File: src/rtl/count_seg_display_pkg.sv
// Shared constants and helpers for the two-digit down-counter display.
// Segment codes are active-low {g,f,e,d,c,b,a}; anodes are active-low.
package count_disp_pkg;

    localparam logic [6:0] SEG_0   = 7'b1000000;
    localparam logic [6:0] SEG_1   = 7'b1111001;
    localparam logic [6:0] SEG_2   = 7'b0100100;
    localparam logic [6:0] SEG_3   = 7'b0110000;
    localparam logic [6:0] SEG_4   = 7'b0011001;
    localparam logic [6:0] SEG_5   = 7'b0010010;
    localparam logic [6:0] SEG_6   = 7'b0000010;
    localparam logic [6:0] SEG_7   = 7'b1111000;
    localparam logic [6:0] SEG_8   = 7'b0000000;
    localparam logic [6:0] SEG_9   = 7'b0010000;
    localparam logic [6:0] SEG_OFF = 7'h7F;

    localparam logic [1:0] AN_ONES = 2'b10;
    localparam logic [1:0] AN_TENS = 2'b01;
    localparam logic [1:0] AN_OFF  = 2'b11;

    // Non-decimal inputs light nothing rather than a garbage pattern.
    function automatic logic [6:0] seg_enc(input logic [3:0] d);
        case (d)
            4'd0:    return SEG_0;
            4'd1:    return SEG_1;
            4'd2:    return SEG_2;
            4'd3:    return SEG_3;
            4'd4:    return SEG_4;
            4'd5:    return SEG_5;
            4'd6:    return SEG_6;
            4'd7:    return SEG_7;
            4'd8:    return SEG_8;
            4'd9:    return SEG_9;
            default: return SEG_OFF;
        endcase
    endfunction

endpackage

File: src/rtl/count_seg_display_refresh.sv
// Digit refresh timer: holds each digit for REFRESH_DIV cycles, then flips digit_sel.
module refresh_divider #(
    parameter int REFRESH_DIV = 100000
) (
    input  logic clk,
    input  logic rst,
    output logic digit_sel
);

    localparam int CW = (REFRESH_DIV > 2) ? $clog2(REFRESH_DIV) : 1;
    localparam logic [CW-1:0] LAST = CW'(REFRESH_DIV - 1);

    logic [CW-1:0] refresh_cnt;

    always_ff @(posedge clk) begin
        if (!rst) begin
            refresh_cnt <= '0;
            digit_sel   <= 1'b0;
        end else if (refresh_cnt == LAST) begin
            refresh_cnt <= '0;
            digit_sel   <= ~digit_sel;
        end else begin
            refresh_cnt <= refresh_cnt + CW'(1);
        end
    end

endmodule

File: src/rtl/count_seg_display.sv
// Registers the down-counter value, multiplexes its tens/ones digits onto a
// common-anode display and counts 0->15 wrap events.
module count_seg_display
    import count_disp_pkg::*;
#(
    parameter int REFRESH_DIV = 100000,
    parameter int WRAP_W      = 8
) (
    input  logic              clk,
    input  logic              rst,
    input  logic [3:0]        count_in,
    input  logic              blank,
    output logic [6:0]        seg,
    output logic [1:0]        an,
    output logic              wrap_pulse,
    output logic [WRAP_W-1:0] wrap_cnt
);

    logic [3:0] count_q;
    logic       tens;
    logic [3:0] ones;
    logic       digit_sel;
    logic [6:0] seg_d;
    logic [1:0] an_d;
    logic       wrap_det;

    refresh_divider #(.REFRESH_DIV(REFRESH_DIV)) u_refresh (
        .clk       (clk),
        .rst       (rst),
        .digit_sel (digit_sel)
    );

    // 4-bit input never exceeds 15, so the tens digit is a single bit.
    always_comb begin
        tens = 1'b0;
        ones = count_q;
        if (count_q >= 4'd10) begin
            tens = 1'b1;
            ones = count_q - 4'd10;
        end
    end

    always_comb begin
        seg_d = seg_enc(ones);
        an_d  = AN_ONES;
        if (digit_sel) begin
            seg_d = seg_enc({3'b000, tens});
            an_d  = tens ? AN_TENS : AN_OFF;
        end
        if (blank)
            an_d = AN_OFF;
    end

    // A wrap is only 0 -> 15; our own reset leaves count_q at 15, never 0.
    assign wrap_det = (count_q == 4'd0) && (count_in == 4'hF);

    always_ff @(posedge clk) begin
        if (!rst) begin
            count_q    <= 4'hF;
            seg        <= SEG_OFF;
            an         <= AN_OFF;
            wrap_pulse <= 1'b0;
            wrap_cnt   <= '0;
        end else begin
            count_q    <= count_in;
            seg        <= seg_d;
            an         <= an_d;
            wrap_pulse <= wrap_det;
            if (wrap_det)
                wrap_cnt <= wrap_cnt + {{(WRAP_W-1){1'b0}}, 1'b1};
        end
    end

endmodule

File: config.mk
export PLATFORM = sky130hd
export DESIGN_NAME = count_seg_display
export DESIGN_NICKNAME = d
export VERILOG_FILES = /design/src/rtl/count_seg_display_pkg.sv /design/src/rtl/count_seg_display_refresh.sv /design/src/rtl/count_seg_display.sv
export SDC_FILE = /design/constraint.sdc
export NUM_CORES = 1
export LEC_CHECK = 0
export ABC_AREA = 1
export CORE_AREA = 2 2 86 88
export CTS_CLUSTER_DIAMETER = 200
export DETAILED_ROUTE_END_ITERATION = 16
export DIE_AREA = 0 0 88 90
export PLACE_DENSITY = 0.56
export SKIP_CTS_REPAIR_TIMING = 1
export SLEW_MARGIN = 20
export SYNTH_ARGS = -nofsm -noshare
export SYNTH_HDL_FRONTEND = slang
export SYNTH_SLANG_ARGS = --single-unit
File: constraint.sdc
create_clock -name clk -period 4.3 [get_ports clk]
set_input_delay 0.86 -clock clk [delete_from_list [all_inputs] [get_ports clk]]
set_output_delay 0.86 -clock clk [all_outputs]
set_load 0.02 [all_outputs]
==> out/metrics.csv <==
metric;value;unit
met1_length;1983;µm
n_antenna_cell;0;
ir_drop;0.0001346;V
crit_path_start;wrap_cnt[2]$_SDFFE_PN0P_;
grt_max_degree;18;
gp_congestion;0.7754;
power_density;318.0;nW/µm²
slew_headroom;62.68;%
synth.distinct_cells;27;
mostFrequentLayoutCell;nand2_1;
firstDrtPassIters;4;
drv_slew;0;
synthFlopType;dfxtp_1;
p_leak;0.9751;nW
num_rows;31;
track_usage;11.48;%
fin_util;35.68;%
ys_warn_count;0;
die_h;90;µm
crit_required;3440;ps
dr.first_iter.drc_count;100;
core-area;7020;µm²
grt_first_pass_wirelength;7341;µm
criticalPathCategory;register to primary output;
syn-num-nets;305;
vias;1815;
wl_met3;127;µm
syn_area;2046;µm²
critPathBufInv;1;
clock.fmax;0.4533;GHz
ff2ff_setup_slack;2600;ps
fillers;746;
antenna_left;0;
fin_crit_sh;51.30;%
synth_edf_count;0;
tightest_slew;558.0;ps
io_pins;25;
syn2layout_area_growth;22.45;%
top_layer_used;met4;
rsz0062_at_grt;false;
drc;0;
crit_path_end_kind;primary output;
maxCapViolCount;0;
clk_path_buf_depth;2;
die_area;7920;µm²
mostFrequentLayoutCells;nand2_1, dfxtp_1, inv_1, nor2_1, clkdlybuf4s50_1;
post-dp-hpwl;3115;µm
die_w;88;µm
async_flop_share;0;%
cts_tree;built;
avgSynthCellArea;7.054;µm²
setup_viol_count_final;0;
wirelength;4218;µm
rr_worst_depth;9;
setup_tns;0;ps
dr_wl_met2;2038;µm
startpoint_type;register;
crit_arrival;1350;ps
grt_pass1_vias;1707;
cp-endpoint;wrap_cnt[2];
cp_cell_sequence;clkdlybuf4s50_1;
reg2reg_from;count_q[3]$_SDFF_PN1_;
drive_gt1_share;8.464;%
cts_max_level;2;
antenna_found_initial;0;
critPathMaxFanout;5;
fin_skew;9.892;ps
cts_buffers;5;
overflow;0;
layout.nets;333;
clk_latency;300;ps
clkTransAtPathRegs;90;ps
clock_sinks;40;
status;complete, no violations;
crit_path_top_delay_cell;clkdlybuf4s50_1;
routed_via_density;4.342;
reg2reg_to;seg[0]$_SDFF_PN1_;
critPathTopFamily;buffers and inverters;
initial_core_util;29.14;%
synth_seq_cells;40;
hp-start;u_refresh.digit_sel$_SDFFE_PN0N_;
syn_inst;290;
min_period;2206;ps
port_buffers;24;
wl_per_cell;10.09;µm
critical-path-max-stage-delay;630;ps
finalHoldViolCount;0;
synth_seq_area_share;39.14;%
cp.depth;1;
hp-class;register to register;
clock-root-buffer;clkbuf_8;
-- report_power, final --
| group | switching [mW] | internal, mW | total, mW |
|---|---|---|---|
| combinational | 0.0486 | 0.0376 | 0.0862 |
| clock | 0.146 | 0.175 | 0.321 |
| sequential | 0.00712 | 0.382 | 0.389 |
-- cell type report --
type | instances | area [µm²] | share of cell area (%)
sequential | 40 | 800.8 | 31.97
timing repair buffer | 24 | 240.2 | 9.590
clock buffer | 5 | 68.82 | 2.747
inverter | 34 | 127.6 | 5.095
clock inverter | 3 | 46.29 | 1.848
multi-input combinational | 213 | 1097 | 43.81
tap | 99 | 123.9 | 4.945
-- cells in the mapped netlist (2+ instances only) --
master	n	share of area, %
nand2_1	82	15
nand2_4	3	1.7
nor2_4	2	1.1
o21ai_2	2	0.86
a21oi_1	19	4.6
nor3_1	2	0.49
nand3_1	23	5.6
nand3b_1	5	1.8
nor2_1	33	6.1
nand3_2	3	1.5
xor2_1	2	0.86
or2_2	5	1.5
o21ai_0	3	0.73
inv_1	33	6.1
nand4_1	10	3.1
or2_0	4	1.2
ha_1	8	4.9
nand2_2	2	0.61
dfxtp_1	40	39
xnor2_1	2	0.86
-- metal layers --
metal  global-route usage [%]  up-vias
li1                         -      980
met1                    14.46      809
met2                    18.50       22
met3                    3.122        4
met4                    4.231        0
met5                        0        -
-- worst min path at each step --
stage | slack, ps | endpoint | cells after the start
floorplan | 420 | an[1]$_SDFF_PP1_ | 1
global placement | 450 | an[1]$_SDFF_PP1_ | 1
detailed placement | 470 | an[1]$_SDFF_PP1_ | 1
CTS | 470 | an[1]$_SDFF_PP1_ | 1
global route | 470 | an[1]$_SDFF_PP1_ | 1
finish | 470 | an[1]$_SDFF_PP1_ | 1
-- kinds of logic after synthesis --
group | after synthesis | share of synthesized area (%)
AO/OA/AOI/OAI | 24 | 6.238
XOR/XNOR | 4 | 1.713
adder cells (fa/ha/maj) | 8 | 4.893
buffers and inverters | 37 | 7.217
flip-flops | 40 | 39.14
AND/OR/NAND/NOR | 177 | 40.80
-- through the flow --
step | cell area, µm² | hold WS (ps) | setup WS, ps | instances | total power, mW
after global routing | 2505 | 473.6 | 2050 | 418 | 0.8378
after CTS | 2505 | 469.8 | 2082 | 418 | 0.8082
final | 2505 | 468.2 | 2094 | 418 | 0.7966
after global placement | 2390 | 450.1 | 1923 | 410 | 0.4845
after detailed placement | 2390 | 467.7 | 1917 | 410 | 0.4853
after floorplan | 2046 | 420.5 | 2817 | 290 | 0.4536
-- sequential cells by signal, indices dropped and copies added (netlist names) --
name and count:
wrap_cnt 8, seg 7, an 2, count_q 4
u_refresh.digit_sel 1, wrap_pulse 1, u_refresh.refresh_cnt 17
Note: power is estimated with default switching activity, not from simulation.
